--- src/rtl/mmio_pkg.sv ---
// Shared constants and types for the memory-mapped store sink: default bus
// addresses, control command codes and the sink state encoding.
package mmio_pkg;

    localparam logic [31:0] DEFAULT_DATA_ADDR = 32'd84;
    localparam logic [31:0] DEFAULT_CTRL_ADDR = 32'd88;

    localparam logic [1:0] CMD_HALT  = 2'b01;
    localparam logic [1:0] CMD_CLEAR = 2'b10;

    typedef enum logic [1:0] {
        IDLE   = 2'd0,
        RUN    = 2'd1,
        HALTED = 2'd2
    } sink_state_t;

endpackage

--- src/rtl/sync_fifo.sv ---
// Synchronous first-word-fall-through FIFO with flush; DEPTH must be a power
// of two so the pointers wrap naturally.
module sync_fifo #(
    parameter int unsigned WIDTH = 32,
    parameter int unsigned DEPTH = 8
) (
    input  logic                     clk,
    input  logic                     reset,
    input  logic                     push,
    input  logic                     pop,
    input  logic                     flush,
    input  logic [WIDTH-1:0]         wdata,
    output logic [WIDTH-1:0]         rdata,
    output logic [$clog2(DEPTH):0]   count,
    output logic                     full,
    output logic                     empty
);

    localparam int unsigned AW = $clog2(DEPTH);
    localparam int unsigned CW = AW + 1;

    logic [WIDTH-1:0] mem_q [DEPTH];
    logic [AW-1:0]    wr_ptr_q, wr_ptr_d;
    logic [AW-1:0]    rd_ptr_q, rd_ptr_d;
    logic [CW-1:0]    count_q, count_d;
    logic             do_push, do_pop;

    assign full  = (count_q == CW'(DEPTH));
    assign empty = (count_q == '0);
    assign count = count_q;
    assign rdata = mem_q[rd_ptr_q];

    // A push into a full FIFO is only legal when the head leaves in the same cycle.
    assign do_pop  = pop && !empty;
    assign do_push = push && (!full || do_pop);

    // NOTE: every always_comb output gets a default first so no path leaves it unassigned (no latch).
    always_comb begin
        wr_ptr_d = wr_ptr_q;
        rd_ptr_d = rd_ptr_q;
        count_d  = count_q;
        if (flush) begin
            wr_ptr_d = '0;
            rd_ptr_d = '0;
            count_d  = '0;
        end else begin
            if (do_push) wr_ptr_d = wr_ptr_q + AW'(1);
            if (do_pop)  rd_ptr_d = rd_ptr_q + AW'(1);
            if (do_push && !do_pop)      count_d = count_q + CW'(1);
            else if (do_pop && !do_push) count_d = count_q - CW'(1);
        end
    end

    // NOTE: sequential state uses non-blocking assignments so all flops update from pre-edge values.
    always_ff @(posedge clk) begin
        if (reset) begin
            wr_ptr_q <= '0;
            rd_ptr_q <= '0;
            count_q  <= '0;
        end else begin
            wr_ptr_q <= wr_ptr_d;
            rd_ptr_q <= rd_ptr_d;
            count_q  <= count_d;
        end
    end

    // NOTE: the storage array is not reset; occupancy gates every read, so stale words are never seen.
    always_ff @(posedge clk) begin
        if (do_push) mem_q[wr_ptr_q] <= wdata;
    end

endmodule

--- src/rtl/mmio_store_sink.sv ---
// Store sink on the CPU data bus: data-address stores feed a FIFO, control-address
// stores halt or clear. Optional pass comparator enabled by MMIO_SINK_CHECK_EN.
module mmio_store_sink
    import mmio_pkg::*;
#(
    parameter logic [31:0] DATA_ADDR    = DEFAULT_DATA_ADDR,
    parameter logic [31:0] CTRL_ADDR    = DEFAULT_CTRL_ADDR,
    parameter int unsigned DEPTH        = 8,
    parameter logic [31:0] EXPECT_VALUE = 32'h96
) (
    input  logic                   clk,
    input  logic                   reset,
    input  logic                   memwrite,
    input  logic [31:0]            dataadr,
    input  logic [31:0]            writedata,
    output logic                   hit,
    output logic                   out_valid,
    input  logic                   out_ready,
    output logic [31:0]            out_data,
    output logic [$clog2(DEPTH):0] count,
    output logic                   full,
    output logic                   overflow,
    output logic                   done,
    output logic                   pass
);

    sink_state_t state_q, state_d;
    logic        overflow_q, overflow_d;
    logic        data_wr, ctrl_wr;
    logic        cmd_halt, cmd_clear;
    logic        sink_open;
    logic        fifo_pop, fifo_push, fifo_empty;
    logic        drop_full;
    logic [31:0] fifo_rdata;

    assign data_wr   = memwrite && (dataadr == DATA_ADDR);
    assign ctrl_wr   = memwrite && (dataadr == CTRL_ADDR);
    assign hit       = data_wr || ctrl_wr;
    assign cmd_halt  = ctrl_wr && (writedata[1:0] == CMD_HALT);
    assign cmd_clear = ctrl_wr && (writedata[1:0] == CMD_CLEAR);

    assign fifo_pop  = out_valid && out_ready;
    assign fifo_push = data_wr && sink_open && (!full || fifo_pop);
    assign drop_full = data_wr && sink_open && full && !fifo_pop;

    sync_fifo #(
        .WIDTH (32),
        .DEPTH (DEPTH)
    ) u_fifo (
        .clk   (clk),
        .reset (reset),
        .push  (fifo_push),
        .pop   (fifo_pop),
        .flush (cmd_clear),
        .wdata (writedata),
        .rdata (fifo_rdata),
        .count (count),
        .full  (full),
        .empty (fifo_empty)
    );

    assign out_valid = !fifo_empty;
    assign out_data  = out_valid ? fifo_rdata : 32'd0;

    always_ff @(posedge clk) begin
        if (reset) state_q <= IDLE;
        else       state_q <= state_d;
    end

    always_comb begin
        state_d = state_q;
        if (cmd_clear) begin
            state_d = IDLE;
        end else if (cmd_halt && state_q != HALTED) begin
            state_d = HALTED;
        end else if (fifo_push && state_q == IDLE) begin
            state_d = RUN;
        end
    end

    always_comb begin
        done      = (state_q == HALTED);
        sink_open = (state_q != HALTED);
    end

    assign overflow_d = cmd_clear ? 1'b0 : (overflow_q || drop_full);

    always_ff @(posedge clk) begin
        if (reset) overflow_q <= 1'b0;
        else       overflow_q <= overflow_d;
    end

    assign overflow = overflow_q;

`ifdef MMIO_SINK_CHECK_EN
    logic pass_q, pass_d;

    // Only stores that actually enter the FIFO can set pass.
    assign pass_d = cmd_clear ? 1'b0 : (pass_q || (fifo_push && writedata == EXPECT_VALUE));

    always_ff @(posedge clk) begin
        if (reset) pass_q <= 1'b0;
        else       pass_q <= pass_d;
    end

    assign pass = pass_q;
`else
    logic unused_expect;
    assign unused_expect = ^EXPECT_VALUE;
    assign pass          = 1'b0;
`endif

endmodule

--- config.mk ---
export PLATFORM = sky130hd
export DESIGN_NAME = mmio_store_sink
export DESIGN_NICKNAME = d
export VERILOG_FILES = /design/src/rtl/mmio_pkg.sv /design/src/rtl/sync_fifo.sv /design/src/rtl/mmio_store_sink.sv
export SDC_FILE = /design/constraint.sdc
export NUM_CORES = 1
export LEC_CHECK = 0
export BUFFER_PORTS_ARGS = -buffer_cell sky130_fd_sc_hd__clkbuf_2
export CORE_MARGIN = 8
export CORE_UTILIZATION = 35
export DETAILED_ROUTE_END_ITERATION = 8
export GPL_ROUTABILITY_DRIVEN = 0
export HOLD_SLACK_MARGIN = 0.12
export PLACE_DENSITY = 0.48
export SLEW_MARGIN = 40
export SYNTH_ARGS = -nofsm -noshare
export SYNTH_HDL_FRONTEND = slang
export SYNTH_SLANG_ARGS = --single-unit
--- constraint.sdc ---
create_clock -name clk -period 5.4 [get_ports clk]
set_input_delay 1.08 -clock clk [delete_from_list [all_inputs] [get_ports clk]]
set_output_delay 1.08 -clock clk [all_outputs]
set_load 0.02 [all_outputs]
==> results_tabular.tex <==
\begin{tabular}{lr}
\hline
Metric & Value \\
\hline
\multicolumn{2}{l}{\textbf{Run status}} \\
\quad Run status & finished, final reports clean \\
\multicolumn{2}{l}{\textbf{Logic synthesis}} \\
\quad Synthesized area per cell & around 21 um2 \\
\quad Proportion of synthesized flip-flops having asynchronous set or reset & 0\% \\
\quad Commonest register cell after synthesis & edfxtp\_1 \\
\quad Number of warnings printed during yosys synthesis & 0 \\
\quad Number of enable-type register cells in the synthesized netlist & 256 \\
\quad Share of the synthesized area in the top cell type & between 70 and 80\% \\
\quad Count of mapped cells out of synthesis & 512 \\
\quad Top cells by area, synth & edfxtp\_1, mux4\_2, mux2i\_1, dfxtp\_1, nor2\_1 \\
\quad Synthesized Nets & 586 \\
\quad Number of unique standard cell types used by synthesis & 41 \\
\quad Register bit count reported by yosys & 272 \\
\quad Cell type with the highest aggregate area in the netlist & edfxtp\_1 \\
\quad Share of the yosys chip area belonging to registers & 75.5\% \\
\quad Cell area after technology mapping & 0.0106 mm2 \\
\multicolumn{2}{l}{\textbf{Power}} \\
\quad Maximum VDD drop & roughly 250 uV \\
\quad Internal power of the cells & $\sim$3.8 mW \\
\quad Switching pwr & 1.18 mW \\
\quad Sw Share & 23.6\% \\
\quad Clock network power share & between 40\% and 50\% \\
\quad Power density normalized to cell area & 388 mW/mm2 \\
\quad Static Leak & approximately 4.2 nW \\
\quad Portion of total power attributed to sequential cells & 46.7\% \\
\quad Combinational Power Share & approximately 13\% \\
\multicolumn{2}{l}{\textbf{STA}} \\
\quad Worst Clk Skew & 16.1 ps \\
\quad Achievable Freq & 261 MHz \\
\quad Number of slew-limit violations in the final report & 0 \\
\quad Crit path time final & 3830 ps \\
\quad Minimum hold slack & roughly 480 ps \\
\quad RSZ-0062 raised after global routing & no \\
\quad Final-report setup violation count & 0 \\
\quad Final critical-path share of the clock period & 71.0\% \\
\quad Setup TNS Final & 0 ps \\
\quad Final number of hold-violating endpoints & 0 \\
\quad Slew HR & about half \\
\quad Transition time at the pin with the least slew margin & 772 ps \\
\multicolumn{2}{l}{\textbf{Final layout}} \\
\quad Final cell count without fillers & around 1100 \\
\quad Commonest non-fill, non-tap cells in the layout & edfxtp\_1, clkbuf\_2, mux4\_2 \\
\quad Final Cell Area & roughly 0.013 mm2 \\
\quad Most common cell after layout, fill and taps aside & edfxtp\_1 \\
\quad Share of cells above drive strength 1 & between 30\% and 40\% \\
\quad Number of nets in the layout & 723 \\
\quad Antenna diode count & 0 \\
\quad Layout Utilization & 43.4\% \\
\quad \# fillers & $\sim$2600 \\
\quad Synth-to-layout area growth & 21.8\% \\
\multicolumn{2}{l}{\textbf{Detailed routing}} \\
\quad Routed Antenna Nets & 0 \\
\quad Per-cell via count in the routed design & about 4.9 \\
\quad Vias post-DR & 5208 \\
\quad WL final & 21.7 mm \\
\quad Iteration-0 DRC count of the detailed router & slightly above 200 \\
\quad First-pass iteration count of the detailed router & 4 \\
\quad Routed len/inst & 20.5 um \\
\quad Number of design rule violations left after detail routing & 0 \\
\multicolumn{2}{l}{\textbf{Placement}} \\
\quad Placed insts & 1008 \\
\quad Post-DP Area & 0.0119 mm2 \\
\quad Hpwl dp & 14.6 mm \\
\quad Port-buffer cells & 108 \\
\multicolumn{2}{l}{\textbf{Critical path}} \\
\quad Delay of the slowest cell on the worst path & 720 ps \\
\quad Worst setup EP type & primary output \\
\quad CP Data Required Time & approximately 4300 ps \\
\quad Biggest fanout along the worst timing path & 51 \\
\quad Endpoint of the worst setup timing path & out\_data[31] \\
\quad Critical setup path kind & flop to primary output \\
\quad Depth of the worst register-to-register path & 6 \\
\quad FF-to-FF Start & u\_fifo.count[0] \\
\quad Max stage delay cell, worst path & buf\_4 \\
\quad Ordered list of cells on the worst path & buf\_4, mux4\_2, mux2i\_1, nor2\_1, clkbuf\_2 \\
\quad Setup slack of the worst register-to-register path & 2460 ps \\
\quad Arrival time of data at the critical path endpoint & approximately 2800 ps \\
\quad Setup crit start kind & flop \\
\quad Critical R2R Capture & u\_fifo.mem\_q[3][0] \\
\multicolumn{2}{l}{\textbf{GRT}} \\
\quad Grt total ovfl & 0 \\
\quad Pin count of the biggest net entering global routing & 52 \\
\quad Vias in the first global route & roughly 6000 \\
\quad Initial antenna violation count & 0 \\
\quad Wire length of the first global-routing pass & 33.8 mm \\
\quad All-Layer GR Usage & 12.0\% \\
\multicolumn{2}{l}{\textbf{Floorplan}} \\
\quad Height of the die & 190 um \\
\quad Die Wd & 190 um \\
\quad Core outline area & 0.0297 mm2 \\
\quad Number of placed I/O pins & 110 \\
\quad Overall die area & 0.0361 mm2 \\
\quad Effective utilization at floorplan & 35.7\% \\
\quad Total number of placement rows & 63 \\
\multicolumn{2}{l}{\textbf{Clocking}} \\
\quad Quantity of gates resized following cts & 0 \\
\quad H-tree levels & 1 \\
\quad Clock tree from TritonCTS & done \\
\quad Clock slew at the register clock pins of the worst setup and hold paths & 60 ps \\
\quad Number of buffers added by the clock tree synthesis step & 29 \\
\quad Maximum number of buffers from clock root to sink & 3 \\
\quad Clock Root Buffer & clkbuf\_16 \\
\quad Number of buffers inserted by post-CTS setup repair & 0 \\
\quad Clock latency on the worst-skew pair & roughly 540 ps \\
\quad Clock sink count & 272 \\
\quad Post-CTS Hold Fix Bufs & 0 \\
\multicolumn{2}{l}{\textbf{Min path}} \\
\quad Path category of the worst min-delay check & flop to flop \\
\multicolumn{2}{l}{\textbf{Job}} \\
\quad Total of max-cap violations & 0 \\
\hline
\end{tabular}
[through the flow]
| step | setup slack, ps | power [mW] |
|---|---|---|
| final | 1570 | 5.01 |
| after detailed placement | 1410 | 3.04 |
| after CTS | 1440 | 5.10 |
| after floorplan | 539 | 2.78 |
| after global routing | 1370 | 5.21 |
| after global placement | 1470 | 3.02 |
[sequential cells by signal, indices dropped and copies added, names as in the netlist, named ones only]
name             cells
overflow             1
state_q              2
u_fifo.count         4
u_fifo.mem_q       256
u_fifo.rd_ptr_q      3
u_fifo.wr_ptr_q      3
[how the worst min path moves through the flow]
stage                             from       end  slack (ps)  cells after the start
finish                        overflow  overflow         480                      2
floorplan           u_fifo.rd_ptr_q[1]      flop         450                      2
global placement    u_fifo.rd_ptr_q[1]      flop         470                      2
detailed placement            overflow  overflow         470                      2
CTS                           overflow  overflow         490                      2
global route                  overflow  overflow         530                      2
[routing by layer]
layer	global-route usage, %	share of wire [%]	up-vias
met1	14.6	43	2705
met5	0	0	-
met3	2.58	4.2	28
met4	2.68	1.7	0
li1	-	-	2367
met2	21.6	52	108
[cell type report]
type | count | area [um2] | area share (%)
Sequential cell | 272 | 8020 | 62.1
Multi-Input combinational cell | 210 | 2520 | 19.5
Clock inverter | 21 | 254 | 1.97
Inverter | 7 | 26.3 | 0.204
Tap cell | 390 | 488 | 3.78
Timing Repair Buffer | 129 | 866 | 6.71
Clock buffer | 33 | 741 | 5.74
[Yosys cell counts (all sizes together) (2+ instances only)]
cell type and number:
a21oi 5, buf 13, clkbuf 10, dfxtp 16, edfxtp 256, ha 5, inv 7, mux2i 34
mux4 64, nand2 4, nand2b 4, nand3 4, nor2 51, nor2b 2, nor3 3, nor4 9
xnor2 4, xor2 4
[power by group through the flow]
stage | registers (mW) | clock network (mW) | logic, mW
4_1_cts | 2.34 | 2.10 | 0.658
5_1_grt | 2.34 | 2.17 | 0.698
2_1_floorplan | 2.37 | 0 | 0.408
6_report | 2.34 | 2.04 | 0.635
3_5_place_dp | 2.39 | 0 | 0.657
3_3_place_gp | 2.40 | 0 | 0.615
[critical path, delay by kind of cell (launching register included)]
family / cells / cell delay [ps]
buf+inv: 2 / 880
mux: 2 / 660
simple gates: 1 / 60
flops: 1 / 610
[cells by family after synthesis]
group	synth area share, %
compound gates	1.04
xor+xnor	0.661
fa+ha+maj	0.779
buf+inv	1.32
flops	75.5
mux	16.8
other cells	0.0354
simple gates	3.81
Power figures use the tool's default switching activity.
